$ cat config.mk
export PLATFORM = sky130hd
export DESIGN_NAME = seg7_display_driver
export DESIGN_NICKNAME = d
export VERILOG_FILES = /design/src/rtl/seg7_display_driver.sv
export SDC_FILE = /design/constraint.sdc
export NUM_CORES = 1
export LEC_CHECK = 0
export CAP_MARGIN = 20
export CORE_ASPECT_RATIO = 0.75
export CORE_MARGIN = 2
export CORE_UTILIZATION = 54
export CTS_CLUSTER_DIAMETER = 30
export DETAILED_ROUTE_END_ITERATION = 8
export HOLD_SLACK_MARGIN = 0.1
export MAX_ROUTING_LAYER = met4
export PLACE_DENSITY_LB_ADDON = 0.1
export SLEW_MARGIN = 20
export SYNTH_ARGS = -nofsm -noshare
export SYNTH_HDL_FRONTEND = slang
export SYNTH_SLANG_ARGS = --single-unit
$ cat constraint.sdc
create_clock -name clk -period 4.92 [get_ports clk]
set_clock_uncertainty 0.2 [all_clocks]
set_input_delay 0.984 -clock clk [delete_from_list [all_inputs] [get_ports clk]]
set_output_delay 0.984 -clock clk [all_outputs]
set_load 0.005 [all_outputs]
$ cat src/rtl/seg7_display_driver.sv
// seg7_display_driver: latches a 32-bit value and shows it on an 8-digit,
// multiplexed, common-anode seven-segment display. The value is shown in hex,
// or in decimal after an iterative double-dabble conversion.
// Ports:
//   clk, rst        system clock; synchronous active-high reset
//   load            one-cycle capture strobe for value/dec_mode/blank_lz.
//                   It is honoured only while busy is low. A load that
//                   arrives while busy is high is dropped, not queued.
//   value           number to display
//   dec_mode        1 = decimal via BCD conversion, 0 = hexadecimal
//   blank_lz        1 = blank leading zero digits (digit 0 always shown)
//   seg_en          active-low one-hot digit enable, bit 0 = rightmost digit
//   seg_out         active-low segments {dp,g,f,e,d,c,b,a}; dp always off
//   busy            capture/conversion in progress
//   overflow        last committed decimal value exceeded 99,999,999
// Latency: hex commit 1 cycle after capture; decimal commit 33 cycles after
// capture (32 conversion steps plus the commit). seg_en/seg_out are
// registered, so they lag the scan index and display register by one cycle.
module seg7_display_driver #(
    parameter int SCAN_BITS = 17
) (
    input  logic        clk,
    input  logic        rst,
    input  logic        load,
    input  logic [31:0] value,
    input  logic        dec_mode,
    input  logic        blank_lz,
    output logic [7:0]  seg_en,
    output logic [7:0]  seg_out,
    output logic        busy,
    output logic        overflow
);

    typedef enum logic [1:0] {
        IDLE   = 2'd0,
        CONV   = 2'd1,
        COMMIT = 2'd2
    } state_t;

    // Conversion / capture state
    state_t         state_q, state_d;
    logic [4:0]     cnt_q, cnt_d;
    logic [39:0]    bcd_q, bcd_d;
    logic [31:0]    bin_q, bin_d;
    logic [31:0]    val_q, val_d;
    logic           dec_q, dec_d;
    logic           blank_cap_q, blank_cap_d;

    // Committed display state. blank_lz is applied at commit together with
    // the digits, so a new request cannot change the look of the old number.
    logic [31:0]    disp_q, disp_d;
    logic           ovf_q, ovf_d;
    logic           blank_disp_q, blank_disp_d;

    // Scanning
    logic [SCAN_BITS-1:0] presc_q, presc_d;
    logic [2:0]     idx_q, idx_d;
    logic [7:0]     seg_en_q, seg_en_d;
    logic [7:0]     seg_out_q, seg_out_d;

    // Helpers
    logic [39:0]    bcd_adj;
    logic [7:0]     zero_from;
    logic [3:0]     cur_nib;

    // Glyphs for common-anode segments, {dp,g,f,e,d,c,b,a}, active-low.
    function automatic logic [7:0] glyph(input logic [3:0] nib);
        logic [7:0] g;
        case (nib)
            4'h0:    g = 8'hC0;
            4'h1:    g = 8'hF9;
            4'h2:    g = 8'hA4;
            4'h3:    g = 8'hB0;
            4'h4:    g = 8'h99;
            4'h5:    g = 8'h92;
            4'h6:    g = 8'h82;
            4'h7:    g = 8'hF8;
            4'h8:    g = 8'h80;
            4'h9:    g = 8'h90;
            4'hA:    g = 8'h88;
            4'hB:    g = 8'h83;
            4'hC:    g = 8'hC6;
            4'hD:    g = 8'hA1;
            4'hE:    g = 8'h86;
            default: g = 8'h8E;
        endcase
        return g;
    endfunction

    // ------------------------------------------------------------------
    // Capture / conversion FSM
    // ------------------------------------------------------------------
    always_comb begin
        state_d      = state_q;
        cnt_d        = cnt_q;
        bcd_d        = bcd_q;
        bin_d        = bin_q;
        val_d        = val_q;
        dec_d        = dec_q;
        blank_cap_d  = blank_cap_q;
        disp_d       = disp_q;
        ovf_d        = ovf_q;
        blank_disp_d = blank_disp_q;
        bcd_adj      = bcd_q;

        // Double-dabble correction: any BCD nibble >= 5 gets +3 before the
        // shift, so that it carries correctly into the next decade.
        for (int i = 0; i < 10; i++) begin
            if (bcd_q[4*i +: 4] >= 4'd5) begin
                bcd_adj[4*i +: 4] = bcd_q[4*i +: 4] + 4'd3;
            end
        end

        case (state_q)
            IDLE: begin
                if (load) begin
                    val_d       = value;
                    dec_d       = dec_mode;
                    blank_cap_d = blank_lz;
                    if (dec_mode) begin
                        bcd_d   = 40'd0;
                        bin_d   = value;
                        cnt_d   = 5'd0;
                        state_d = CONV;
                    end else begin
                        state_d = COMMIT;
                    end
                end
            end
            CONV: begin
                {bcd_d, bin_d} = {bcd_adj, bin_q} << 1;
                cnt_d          = cnt_q + 5'd1;
                if (cnt_q == 5'd31) begin
                    state_d = COMMIT;
                end
            end
            COMMIT: begin
                if (dec_q) begin
                    disp_d = bcd_q[31:0];
                    ovf_d  = |bcd_q[39:32];
                end else begin
                    disp_d = val_q;
                    ovf_d  = 1'b0;
                end
                blank_disp_d = blank_cap_q;
                state_d      = IDLE;
            end
            default: begin
                state_d = IDLE;
            end
        endcase
    end

    // ------------------------------------------------------------------
    // Scan and segment decode
    // ------------------------------------------------------------------
    always_comb begin
        presc_d = presc_q + 1'b1;
        idx_d   = idx_q;
        if (&presc_q) begin
            idx_d = idx_q + 3'd1;     // 3-bit index wraps 7 -> 0
        end

        // zero_from[i] = every nibble at index >= i is zero.
        zero_from    = 8'h00;
        zero_from[7] = (disp_q[31:28] == 4'h0);
        for (int i = 6; i >= 0; i--) begin
            zero_from[i] = (disp_q[4*i +: 4] == 4'h0) && zero_from[i+1];
        end

        cur_nib  = disp_q[{idx_q, 2'b00} +: 4];
        seg_en_d = ~(8'h01 << idx_q);

        if (ovf_q) begin
            seg_out_d = 8'hBF;        // '-' on every digit
        end else if (blank_disp_q && (idx_q != 3'd0) && zero_from[idx_q]) begin
            seg_out_d = 8'hFF;
        end else begin
            seg_out_d = glyph(cur_nib);
        end
    end

    // ------------------------------------------------------------------
    // Registers
    // ------------------------------------------------------------------
    always_ff @(posedge clk) begin
        if (rst) begin
            state_q      <= IDLE;
            cnt_q        <= 5'd0;
            bcd_q        <= 40'd0;
            bin_q        <= 32'd0;
            val_q        <= 32'd0;
            dec_q        <= 1'b0;
            blank_cap_q  <= 1'b0;
            disp_q       <= 32'd0;
            ovf_q        <= 1'b0;
            blank_disp_q <= 1'b0;
            presc_q      <= '0;
            idx_q        <= 3'd0;
            seg_en_q     <= 8'hFF;
            seg_out_q    <= 8'hFF;
        end else begin
            state_q      <= state_d;
            cnt_q        <= cnt_d;
            bcd_q        <= bcd_d;
            bin_q        <= bin_d;
            val_q        <= val_d;
            dec_q        <= dec_d;
            blank_cap_q  <= blank_cap_d;
            disp_q       <= disp_d;
            ovf_q        <= ovf_d;
            blank_disp_q <= blank_disp_d;
            presc_q      <= presc_d;
            idx_q        <= idx_d;
            seg_en_q     <= seg_en_d;
            seg_out_q    <= seg_out_d;
        end
    end

    assign seg_en   = seg_en_q;
    assign seg_out  = seg_out_q;
    assign busy     = (state_q != IDLE);
    assign overflow = ovf_q;

endmodule

==> run_results.csv <==
group,metric,value,unit
power,power.density,348,mW/mm^2
synthesis,syn-num-nets,1045,
cells_and_area,area_delta_synth_final,14.4,%
route,vias,6630,
synthesis,muxShareOfSynthArea,7.33,%
sta,fin_crit_sh,63.0,%
synthesis,synth_fa_ha_area_share,5.54,%
synthesis,ys_async_sr_fraction,0,%
global_routing,grt_max_degree,120,
synthesis,synth_commonest_cells,"dfxtp_1, nand2_1, nor2_1, a21oi_1, clkbuf_1",
sta,setup_slack,1820,ps
setup_path,cp-end-kind,"register",
die,initial_utilization,55.1,%
die,num_rows,39,
synthesis,synth_seq_cells,182,
cells_and_area,insertedDiodeCount,0,
clocking,cts_resized,0,
synthesis,synthSimpleGateAreaFrac,18.0,%
route,first_pass_iters,5,
sta,fmax,322,MHz
synthesis,synth_edf_count,0,
die,core_area,0.0152,sq mm
sta,slew_headroom,25.7,%
clocking,cts_tree,"done",
synthesis,synth.top_cell.area_share,43.6,%
placement,pre_cts_ws,1540,ps
power,leakage,3.44,nW
die,design.die.area,0.0165,sq mm
route,viasPerCell,5.52,
clocking,htreeDepth,4,
sta,finalSetupViolCount,0,
run,drv_cap,0,
clocking,cts_inserted_buffers,17,
clocking,cts_sinks,182,
die,ioPinCount,55,
synthesis,synthTopCellsByArea,"dfxtp_1, nand2_1, ha_1, nor2_1, mux2i_1",
clocking,clock_path_buffers,2,
synthesis,yosys_most_used_dff,"dfxtp_1",
run_status,status,"complete, no violations",
global_routing,grt_usage,23.6,%
sta,drv_slew,0,
clocking,post_cts_buffers,0,
placement,io_buffers,53,
sta,setup-tns-final,0,ps
setup_path,critical_path.startpoint_type,"register",
route,wl_per_cell,15.0,microns
placement,dp_cells,1169,
route,ant_nets,0,
global_routing,grt_pass1_vias,6222,
synthesis,yosysWarnings,0,
synthesis,synth-compound-area-share,17.4,%
die,die_y,112,microns
global_routing,antenna_found_initial,0,
synthesis,avgSynthCellArea,8.61,sq um
placement,dp_hpwl,11700,microns
synthesis,synthDistinctLibCells,49,
cells_and_area,post-route-util,63.1,%
power,max-vdd-ir-drop,225,uV
synthesis,synth_top_family_by_area,"simple AND/OR/NAND/NOR gates",
synthesis,synth_top_area_cell,"dfxtp_1",
clocking,path_clk_slew,60,ps
global_routing,overflow,0,
placement,gp_congestion,0.788,
route,drc,0,
clocking,cts-root-buf,"clkbuf_16",
clocking,cts_hold_buf,0,
synthesis,synth_seq_area_share,43.6,%
setup_path,crit_required,5040,ps
clocking,clock_latency,430,ps
synthesis,synth_most_common_cell,"dfxtp_1",
setup_path,worstPathArrival,3220,ps
sta,min_period,3100,ps
synthesis,synthesis.area,0.00836,sq mm
setup_path,crit_type,"register to register",
synthesis,synth_xor_area_share,3.56,%
sta,fin_hold_ws,251,ps
route,drtIter0Drc,442,
setup_path,cp_max_fo,15,
sta,rsz0062_at_grt,"false",
die,die_x,148,microns
cells_and_area,nets,1057,
cells_and_area,drive_above_1_share,5.72,%
sta,hold_viol_final,0,
cells_and_area,final_cells,1201,
global_routing,grt_pass1_wl,30800,microns
route,routed_wl,18000,microns
synthesis,synthCells,971,
cells_and_area,fillers,1335,
hold_path,hold_class,"register to register",
sta,worst_pin_slew,1110,ps
sequential cells by signal, indices dropped and copies added (netlist names):
register      flops
cnt_q             5
overflow          1
blank_cap_q       1
blank_disp_q      1
seg_out           7
val_q            32
state_q           2
idx_q             3
presc_q          17
seg_en            8
dec_q             1
bin_q            32
bcd_q            40
disp_q           32
routing by layer:
| metal | GRT usage (%) | vias up | part of all wire (%) |
|---|---|---|---|
| li1 | - | 3409 | - |
| met5 | - | - | 0 |
| met1 | 33.1 | 3061 | 51 |
| met4 | 5.77 | 0 | 1.1 |
| met2 | 34.7 | 141 | 43 |
| met3 | 5.49 | 19 | 4.5 |
final cells by class:
class                   instances  area (sq um)  area share [%]
clock inverters                10           153            1.60
well taps                     205           256            2.68
inverters                      28           105            1.10
multi-input cells             694          4360            45.6
clock buffers                  22           454            4.75
repair buffers                 60           593            6.20
flip-flops and latches        182          3640            38.1
per-stage QoR:
stage | instance area [sq um] | power, mW
floorplan | 8360 | 1.83
global placement | 8960 | 1.94
detailed placement | 8960 | 1.94
CTS | 9570 | 3.35
global route | 9570 | 3.47
finish | 9570 | 3.33
final timing paths:
check | start | endpoint | slack (ps) | cells past startpoint
worst max-delay path | idx_q[0] | seg_out[6] | 1820 | 7
worst min-delay path | presc_q[0] | presc_q[0] | 250 | 1
worst max register to register | idx_q[0] | seg_out[6] | 1820 | 7
worst min register to register | presc_q[0] | presc_q[0] | 250 | 1
cell families (layout without fill, tap and decap cells):
group | count (synthesis) | count (layout)
flops | 182 | 182
other cells | 1 | 1
xor+xnor | 34 | 34
mux | 49 | 49
compound gates | 213 | 213
simple gates | 360 | 360
fa+ha+maj | 37 | 37
buf+inv | 95 | 120
report_power, final:
part	leakage, nW	total [mW]	internal, mW	switching (mW)
Clock	0.298	1.41	0.859	0.554
Combinational	1.66	0.317	0.131	0.186
Sequential	1.49	1.60	1.54	0.0538
layout by cell type, fill, tap and decap left out, drive strengths merged, types with 2 or more instances in the layout:
master	netlist	final
a211oi	36	36
a21o	9	9
a21oi	64	64
a22oi	16	16
a311oi	31	31
a32oi	10	10
and2	2	2
and3	3	3
buf	15	8
bufinv	0	4
clkbuf	52	22
clkdlybuf4s50	0	52
clkinv	0	5
dfxtp	182	182
ha	37	37
inv	28	28
mux2	2	2
mux2i	39	39
mux4	8	8
nand2	170	170
nand2b	18	18
nand3	19	19
nand4	3	3
nor2	115	115
nor2b	4	4
nor3	13	13
nor4	7	7
o211ai	14	14
o21ai	26	26
or2	2	2
or3	2	2
xnor2	24	24
xor2	10	10
critical path, stage by stage, from the launching register on:
cell,delay [ps]
dfxtp_1,820
mux4_2,610
mux2i_1,370
inv_1,170
ha_1,280
mux2_1,290
a31oi_1,160
o21ai_1,80
No activity file was read; power rests on OpenSTA's default activity.
